==> src/rtl/dsp_cic_pkg.sv <==
// -----------------------------------------------------------------------------
// dsp_cic_pkg
// Shared definitions for the CIC decimator run-time controller:
//   - cic_ctrl_state_e : controller state encoding (IDLE/FLUSH/SETTLE/RUN)
//   - CIC_N, CIC_M     : default CIC stage count and differential delay
//   - SETTLE_CNT       : default settle length (N*M discarded samples)
//   - sat_signed()     : clamp a 64-bit signed value to a w-bit signed range
// -----------------------------------------------------------------------------
package dsp_cic_pkg;

    typedef enum logic [1:0] {
        ST_IDLE   = 2'd0,
        ST_FLUSH  = 2'd1,
        ST_SETTLE = 2'd2,
        ST_RUN    = 2'd3
    } cic_ctrl_state_e;

    localparam int CIC_N      = 5;
    localparam int CIC_M      = 1;
    localparam int SETTLE_CNT = CIC_N * CIC_M;

    // Result is still 64 bits wide; the caller keeps the low w bits.
    function automatic logic signed [63:0] sat_signed(input logic signed [63:0] x,
                                                      input int                 w);
        logic signed [63:0] hi;
        logic signed [63:0] lo;
        hi = (64'sd1 <<< (w - 1)) - 64'sd1;
        lo = -(64'sd1 <<< (w - 1));
        if (x > hi) begin
            return hi;
        end
        if (x < lo) begin
            return lo;
        end
        return x;
    endfunction

endpackage

==> src/rtl/dsp_sync_fifo.sv <==
// -----------------------------------------------------------------------------
// dsp_sync_fifo
// Single-clock show-ahead FIFO. The head entry is visible on rd_data whenever
// empty=0; rd_data reads 0 while empty. A write while full is ignored, even if
// a read happens in the same cycle. flush empties the FIFO synchronously and
// takes priority over reads and writes.
// Parameters: WIDTH (data width), DEPTH (entries, power of 2, >= 2)
// Ports:
//   clk, rst        : clock, asynchronous active-high reset
//   flush           : synchronous empty request
//   wr_en, wr_data  : write port
//   rd_en, rd_data  : read (pop) request, head data
//   full, empty     : occupancy flags
// -----------------------------------------------------------------------------
module dsp_sync_fifo #(
    parameter int WIDTH = 16,
    parameter int DEPTH = 4
) (
    input  logic             clk,
    input  logic             rst,
    input  logic             flush,
    input  logic             wr_en,
    input  logic [WIDTH-1:0] wr_data,
    input  logic             rd_en,
    output logic [WIDTH-1:0] rd_data,
    output logic             full,
    output logic             empty
);

    localparam int AW = $clog2(DEPTH);

    logic [WIDTH-1:0] r_mem [DEPTH];
    logic [AW-1:0]    r_wr_ptr;
    logic [AW-1:0]    r_rd_ptr;
    logic [AW:0]      r_count;
    logic             w_wr;
    logic             w_rd;

    assign full    = (r_count == (AW+1)'(DEPTH));
    assign empty   = (r_count == '0);
    assign w_wr    = wr_en & ~full;
    assign w_rd    = rd_en & ~empty;
    assign rd_data = empty ? '0 : r_mem[r_rd_ptr];

    // NOTE: state registers use non-blocking assignments so every flop samples
    // the pre-edge values of the others, independent of statement order.
    always_ff @(posedge clk or posedge rst) begin
        if (rst) begin
            r_wr_ptr <= '0;
            r_rd_ptr <= '0;
            r_count  <= '0;
        end else if (flush) begin
            r_wr_ptr <= '0;
            r_rd_ptr <= '0;
            r_count  <= '0;
        end else begin
            if (w_wr) begin
                r_wr_ptr <= r_wr_ptr + AW'(1);
            end
            if (w_rd) begin
                r_rd_ptr <= r_rd_ptr + AW'(1);
            end
            case ({w_wr, w_rd})
                2'b10:   r_count <= r_count + (AW+1)'(1);
                2'b01:   r_count <= r_count - (AW+1)'(1);
                default: r_count <= r_count;
            endcase
        end
    end

    // NOTE: the storage array has no reset; entries are only observable after
    // being written, so resetting it would only cost a reset net per bit.
    always_ff @(posedge clk) begin
        if (w_wr && !flush) begin
            r_mem[r_wr_ptr] <= wr_data;
        end
    end

endmodule

==> src/rtl/dsp_cic_dec_ctrl.sv <==
// -----------------------------------------------------------------------------
// dsp_cic_dec_ctrl
// Run-time controller wrapped around a CIC decimator: generates the decimation
// strobe, clears the datapath on start/reconfiguration, discards the N*M-sample
// settling transient, scales the full-precision output to COUT bits with
// saturation and buffers it behind a valid/ready stream.
// Build option: define DSP_CIC_CTRL_ROUND_EN to round half up before the shift;
// otherwise the shift truncates.
// Reset defaults for configuration: rate = 2, shift = 0.
// Ports:
//   clk, rst                      : clock, asynchronous active-high reset
//   enable                        : run request
//   cfg_valid/cfg_ready           : configuration handshake
//   cfg_rate, cfg_shift           : decimation factor, output right-shift
//   din_vld                       : input sample enters the CIC
//   cic_clr, cic_dec_stb          : datapath clear, decimation strobe
//   cic_dout, cic_dvld            : CIC full-precision output and valid
//   m_tdata, m_tvalid, m_tready   : output stream
//   busy                          : state is not RUN
//   overflow                      : sticky sample-dropped flag
// -----------------------------------------------------------------------------
module dsp_cic_dec_ctrl
    import dsp_cic_pkg::*;
#(
    parameter int BOUT       = 38,
    parameter int COUT       = 16,
    parameter int N          = CIC_N,
    parameter int M          = CIC_M,
    parameter int RW         = 16,
    parameter int SW         = 6,
    parameter int CLR_CYC    = 4,
    parameter int FIFO_DEPTH = 4
) (
    input  logic            clk,
    input  logic            rst,
    input  logic            enable,
    input  logic            cfg_valid,
    output logic            cfg_ready,
    input  logic [RW-1:0]   cfg_rate,
    input  logic [SW-1:0]   cfg_shift,
    input  logic            din_vld,
    output logic            cic_clr,
    output logic            cic_dec_stb,
    input  logic [BOUT-1:0] cic_dout,
    input  logic            cic_dvld,
    output logic [COUT-1:0] m_tdata,
    output logic            m_tvalid,
    input  logic            m_tready,
    output logic            busy,
    output logic            overflow
);

    localparam int L_SETTLE    = N * M;
    localparam int L_MAX_SHIFT = BOUT - COUT;
    localparam int CCW         = $clog2(CLR_CYC + 1);
    localparam int SCW         = $clog2(L_SETTLE + 1);

    cic_ctrl_state_e    r_state;
    cic_ctrl_state_e    w_state_nxt;
    logic [RW-1:0]      r_rate;
    logic [RW-1:0]      r_rate_cnt;
    logic [SW-1:0]      r_shift;
    logic [CCW-1:0]     r_clr_cnt;
    logic [SCW-1:0]     r_settle_cnt;
    logic               r_sc_vld;
    logic [COUT-1:0]    r_sc_data;
    logic               r_overflow;
    logic               w_cfg_acc;
    logic               w_flush;
    logic               w_cic_run;
    logic               w_full;
    logic               w_empty;
    logic               w_take;
    logic signed [63:0] w_ext;
    logic signed [63:0] w_shr;
    logic [COUT-1:0]    w_scaled;

    assign w_cfg_acc   = cfg_valid & (r_state != ST_FLUSH);
    assign w_flush     = (r_state == ST_FLUSH);
    assign w_cic_run   = (r_state == ST_SETTLE) || (r_state == ST_RUN);
    assign w_take      = cic_dvld & (r_state == ST_RUN);
    assign cic_dec_stb = w_cic_run & din_vld & (r_rate_cnt == r_rate - RW'(1));
    assign m_tvalid    = ~w_empty;
    assign overflow    = r_overflow;

    // NOTE: every signal driven here gets a default first, so no path through
    // the block leaves a value unassigned and no latch is inferred.
    always_comb begin
        w_state_nxt = r_state;
        cic_clr     = 1'b0;
        cfg_ready   = 1'b1;
        busy        = 1'b1;
        unique case (r_state)
            ST_IDLE:   cic_clr = 1'b1;
            ST_FLUSH: begin
                cic_clr   = 1'b1;
                cfg_ready = 1'b0;
            end
            ST_SETTLE: ;
            ST_RUN:    busy = 1'b0;
            default:   ;
        endcase

        // enable low wins over everything; a reconfig restarts the flush.
        if (!enable) begin
            w_state_nxt = ST_IDLE;
        end else if (w_cfg_acc) begin
            w_state_nxt = ST_FLUSH;
        end else begin
            unique case (r_state)
                ST_IDLE:   w_state_nxt = ST_FLUSH;
                ST_FLUSH:  if (r_clr_cnt == CCW'(CLR_CYC - 1)) w_state_nxt = ST_SETTLE;
                ST_SETTLE: if (cic_dvld && (r_settle_cnt == SCW'(L_SETTLE - 1)))
                               w_state_nxt = ST_RUN;
                ST_RUN:    w_state_nxt = ST_RUN;
                default:   w_state_nxt = ST_IDLE;
            endcase
        end
    end

    // Scaling: sign-extend, optional half-up rounding, arithmetic shift, clamp.
    always_comb begin
        w_ext = {{(64-BOUT){cic_dout[BOUT-1]}}, cic_dout};
`ifdef DSP_CIC_CTRL_ROUND_EN
        if (r_shift != '0) begin
            w_ext = w_ext + (64'sd1 <<< (r_shift - SW'(1)));
        end
`endif
        w_shr    = w_ext >>> r_shift;
        w_scaled = COUT'(sat_signed(w_shr, COUT));
    end

    always_ff @(posedge clk or posedge rst) begin
        if (rst) begin
            r_state <= ST_IDLE;
        end else begin
            r_state <= w_state_nxt;
        end
    end

    // Flush and settle counters only run inside their own state.
    always_ff @(posedge clk or posedge rst) begin
        if (rst) begin
            r_clr_cnt    <= '0;
            r_settle_cnt <= '0;
            r_rate_cnt   <= '0;
        end else begin
            r_clr_cnt <= w_flush ? r_clr_cnt + CCW'(1) : '0;
            if (r_state != ST_SETTLE) begin
                r_settle_cnt <= '0;
            end else if (cic_dvld) begin
                r_settle_cnt <= r_settle_cnt + SCW'(1);
            end
            if (!w_cic_run) begin
                r_rate_cnt <= '0;
            end else if (din_vld) begin
                r_rate_cnt <= cic_dec_stb ? '0 : r_rate_cnt + RW'(1);
            end
        end
    end

    always_ff @(posedge clk or posedge rst) begin
        if (rst) begin
            r_rate     <= RW'(2);
            r_shift    <= '0;
            r_overflow <= 1'b0;
        end else begin
            if (w_cfg_acc) begin
                r_rate  <= (cfg_rate < RW'(2)) ? RW'(2) : cfg_rate;
                r_shift <= (cfg_shift > SW'(L_MAX_SHIFT)) ? SW'(L_MAX_SHIFT) : cfg_shift;
            end
            // A drop in the reconfig cycle belongs to the old setup; clear wins.
            if (w_cfg_acc) begin
                r_overflow <= 1'b0;
            end else if (r_sc_vld && w_full && !w_flush) begin
                r_overflow <= 1'b1;
            end
        end
    end

    always_ff @(posedge clk or posedge rst) begin
        if (rst) begin
            r_sc_vld  <= 1'b0;
            r_sc_data <= '0;
        end else if (w_flush) begin
            r_sc_vld  <= 1'b0;
            r_sc_data <= '0;
        end else begin
            r_sc_vld <= w_take;
            if (w_take) begin
                r_sc_data <= w_scaled;
            end
        end
    end

    dsp_sync_fifo #(
        .WIDTH (COUT),
        .DEPTH (FIFO_DEPTH)
    ) u_fifo (
        .clk     (clk),
        .rst     (rst),
        .flush   (w_flush),
        .wr_en   (r_sc_vld),
        .wr_data (r_sc_data),
        .rd_en   (m_tready),
        .rd_data (m_tdata),
        .full    (w_full),
        .empty   (w_empty)
    );

endmodule
==> config.mk <==
export PLATFORM = sky130hd
export DESIGN_NAME = dsp_cic_dec_ctrl
export DESIGN_NICKNAME = d
export VERILOG_FILES = /design/src/rtl/dsp_cic_pkg.sv /design/src/rtl/dsp_sync_fifo.sv /design/src/rtl/dsp_cic_dec_ctrl.sv
export SDC_FILE = /design/constraint.sdc
export NUM_CORES = 1
export LEC_CHECK = 0
export ABC_AREA = 1
export ABC_CLOCK_PERIOD_IN_PS = 3400
export CAP_MARGIN = 20
export CORE_ASPECT_RATIO = 0.75
export CORE_MARGIN = 2
export CORE_UTILIZATION = 50
export CTS_CLUSTER_DIAMETER = 60
export DETAILED_ROUTE_END_ITERATION = 7
export PLACE_DENSITY = 0.79
export SYNTH_ARGS = -nofsm -noshare
export SYNTH_HDL_FRONTEND = slang
export SYNTH_SLANG_ARGS = --single-unit
==> constraint.sdc <==
create_clock -name clk -period 3.4 [get_ports clk]
set_input_delay 0.85 -clock clk [delete_from_list [all_inputs] [get_ports clk]]
set_output_delay 0.85 -clock clk [all_outputs]
set_load 0.005 [all_outputs]
==> summary.md <==
| Metric | Value |
|---|---|
| Status | `finished, final reports clean` |
| Design Area, Final | `10400 um2` |
| Clock transition at path regs | `60 ps` |
| Mean routed wirelength per cell | `14.7 um` |
| Worst setup SP type | `flip-flop` |
| Slew Limit Fails | `0` |
| Synth warn | `0` |
| CTS buffer count | `17` |
| Final setup TNS | `0 ps` |
| Layout cells sized above 1 | `0.0818` |
| Dpl cells | `1461` |
| Peak supply drop | `0.000413 V` |
| Final min period | `3210 ps` |
| Final #Nets | `1350` |
| Pwr dens | `581 nW/um2` |
| Synth-to-Final Area Change | `20.2%` |
| Worst EP arrival | `2360 ps` |
| Vias per inst | `5.42` |
| First-pass GRT wire length | `36.7 mm` |
| Post-Route WL | `22.0 mm` |
| RR Endpoint | `r_sc_data[1]` |
| Worst clock skew | `7.19 ps` |
| Die height | `118 um` |
| RSZ-0062 raised after global routing | `false` |
| Worst hold endpoint | `r_clr_cnt[0]` |
| Synth Cell Area | `8690 um2` |
| # diodes | `0` |
| GPL Wtd Cong | `0.936` |
| Yosys top cell by area | `edfxtp_1` |
| Leakage | `4.72 nW` |
| Setup ws final | `189 ps` |
| CTS Buffer Depth | `2` |
| Initial antenna violation count | `0` |
| Number of max-cap violations | `0` |
| Core Box Area | `16900 um2` |
| GRT Total Usage | `0.249` |
| Hpwl dp | `15.8 mm` |
| Setup crit end kind | `output pin` |
| Core Util, Final | `0.617` |
| Min-Delay Path Class | `flip-flop to flip-flop` |
| Reg2reg path depth | `15` |
| Placed cell area | `9760 um2` |
| Largest net degree at the start of global routing | `72` |
| Drt first pass iters | `7` |
| I/O pin cnt | `89` |
| Final worst path period share | `0.944` |
| #FFs+latches synth | `135` |
| Grt ovf | `0` |
| EDFF count, synth | `64` |
| Syn_nets | `1275` |
| HP Start | `r_clr_cnt[0]` |
| WHS Path Cells | `1` |
| Rows | `41` |
| Largest cells by area after synthesis | `edfxtp_1, dfrtp_1, nand2_1, nand3_1, nor2_1` |
| Asr flop ratio synth | `0.526` |
| CTS tree | `built` |
| Worst-path fanout max | `4` |
| Htree depth | `4` |
| Final hold slack | `447 ps` |
| Mapped Cells | `1196` |
| DR vias | `8127` |
| Routed Antenna Nets | `0` |
| Synth top area share | `0.221` |
| Top_reg_cell synth | `dfrtp_1` |
| Initial Utilization | `0.513` |
| Initial drt markers | `676` |
| Vias in the first global route | `7475` |
| Die width | `156 um` |
| # DRC | `0` |
| Worst-Margin Slew | `852 ps` |
| Fmax | `311 MHz` |
| Die footprint | `18500 um2` |
| Total power | `6.07 mW` |
| Worst Path Class, Setup | `flip-flop to output pin` |
| Seq/Total Area, Yosys | `0.426` |
| Pre-CTS setup slack | `92.0 ps` |
| Final Non-Filler Cells | `1499` |
| Netlist cell types | `42` |
| Final-report hold violation count | `0` |
| Avg Cell Area, Syn | `7.27 um2` |
| CP required | `2550 ps` |
| Reg-to-reg slack, setup | `670 ps` |
| Clock Latency Late Sink | `430 ps` |
| Root Buffer | `clkbuf_16` |
| Sink Count | `135` |
| Reg-to-Reg Start | `r_shift[0]` |
| Final setup viols | `0` |
| Number of port buffers | `88` |
| Relative slew slack | `0.431` |
-- power by group --
part	total (mW)	switching [mW]	internal (mW)
sequential	1.88	0.0945	1.78
combinational	2.37	1.40	0.968
clock	1.83	0.789	1.04
-- state kept, by name, indices dropped and copies added, names as in the netlist, 2 cells and up --
name             cells
u_fifo.r_mem        64
r_settle_cnt         3
r_rate              16
r_sc_data           16
u_fifo.r_rd_ptr      2
u_fifo.r_count       3
r_shift              6
r_rate_cnt          16
r_clr_cnt            3
r_state              2
u_fifo.r_wr_ptr      2
-- per-layer routing --
metal | GRT usage | part of all wire
met5 | 0 | 0
met4 | 0.0636 | 0.013
met3 | 0.0425 | 0.060
met2 | 0.368 | 0.42
met1 | 0.379 | 0.51
-- cell type report --
cell class	instances	area, um2
sequential	135	3700
multi-input combinational	913	4430
tap	215	269
clock inverter	15	163
timing repair buffer	119	1130
clock buffer	17	425
fill	1524	6480
inverter	85	330
-- layout by cell type, fill, tap and decap left out, drive strengths merged --
cell type      synthesis  layout
a211oi                 1       1
a21oi                 31      31
a22oi                  3       3
a311oi                 1       1
a31oi                  5       5
and3                   1       1
buf                   27      31
bufinv                 0       1
clkbuf                36      18
clkdlybuf4s50          0      87
clkinv                 1       3
clkinvlp               0       4
dfrtp                 70      70
dfstp                  1       1
edfxtp                64      64
fa                     1       1
ha                    11      11
inv                   84      92
mux2i                  3       3
nand2                347     347
nand3                192     192
nand3b                 2       2
nand4                 12      12
nor2                 142     142
nor3                   6       6
nor3b                  1       1
nor4                   3       3
o211ai                12      12
o21ai                 89      89
o221ai                 1       1
o22ai                  2       2
o31ai                  3       3
or2                    6       6
xnor2                 11      11
xor2                  27      27
-- synthesized netlist by cell type, types with 2 or more instances --
cell type  instances
nand2_1          344
nand3_1          189
nor2_1           138
o21ai_0           87
inv_1             77
dfrtp_1           70
edfxtp_1          64
clkbuf_1          36
a21oi_1           30
xor2_1            27
buf_2             16
nand4_1           12
o211ai_1          12
ha_1              11
xnor2_1           11
inv_2              6
nor3_1             6
or2_2              6
a31oi_1            5
buf_4              4
buf_6              4
nor2_2             4
a22oi_1            3
buf_1              3
mux2i_1            3
nand2_2            3
nand3_2            3
nor4_1             3
o31ai_1            3
nand3b_1           2
o21ai_2            2
o22ai_1            2
-- worst max-delay path by stage --
| stage | cells past startpoint | end | slack, ps | start |
|---|---|---|---|---|
| global placement | 14 | cic_dec_stb | 190 | r_rate[0] |
| finish | 15 | cic_dec_stb | 190 | r_rate[0] |
| CTS | 13 | cic_dec_stb | 10 | r_rate[0] |
| global route | 14 | cic_dec_stb | 30 | r_rate[0] |
| floorplan | 14 | cic_dec_stb | 600 | r_rate[0] |
| detailed placement | 13 | cic_dec_stb | 90 | r_rate[0] |
-- worst max-delay path: stages, from the launching register on --
cell and delay [ps]:
dfrtp_1 390, inv_2 110, buf_4 120, buf_4 90
buf_4 90, buf_4 90, buf_4 90, nand2_1 50
a21oi_2 140, nand2_1 70, nor3_1 160, nand4_1 120
nor2_1 130, nand3_2 80, nor2_1 100, clkbuf_2 120
-- logic make-up after synthesis --
| kind of cell | Yosys count | share of synthesized area |
|---|---|---|
| AOI/OAI and AO/OA | 148 | 0.0947 |
| DFF | 135 | 0.426 |
| buffers and inverters | 148 | 0.0723 |
| muxes | 3 | 0.00346 |
| xor gates and xnor gates | 38 | 0.0383 |
| adders and majority gates | 12 | 0.0181 |
| and+or+nand+nor | 712 | 0.347 |
-- repair_timing --
action | CTS | global route
setup endpoints to repair | 1 | 4
hold buffers | 0 | 0
pin swaps | 4 | 5
cloned | 0 | 0
resized for setup | 8 | 10
setup buffers | 6 | 0
Note: power is estimated with default switching activity, not from simulation.
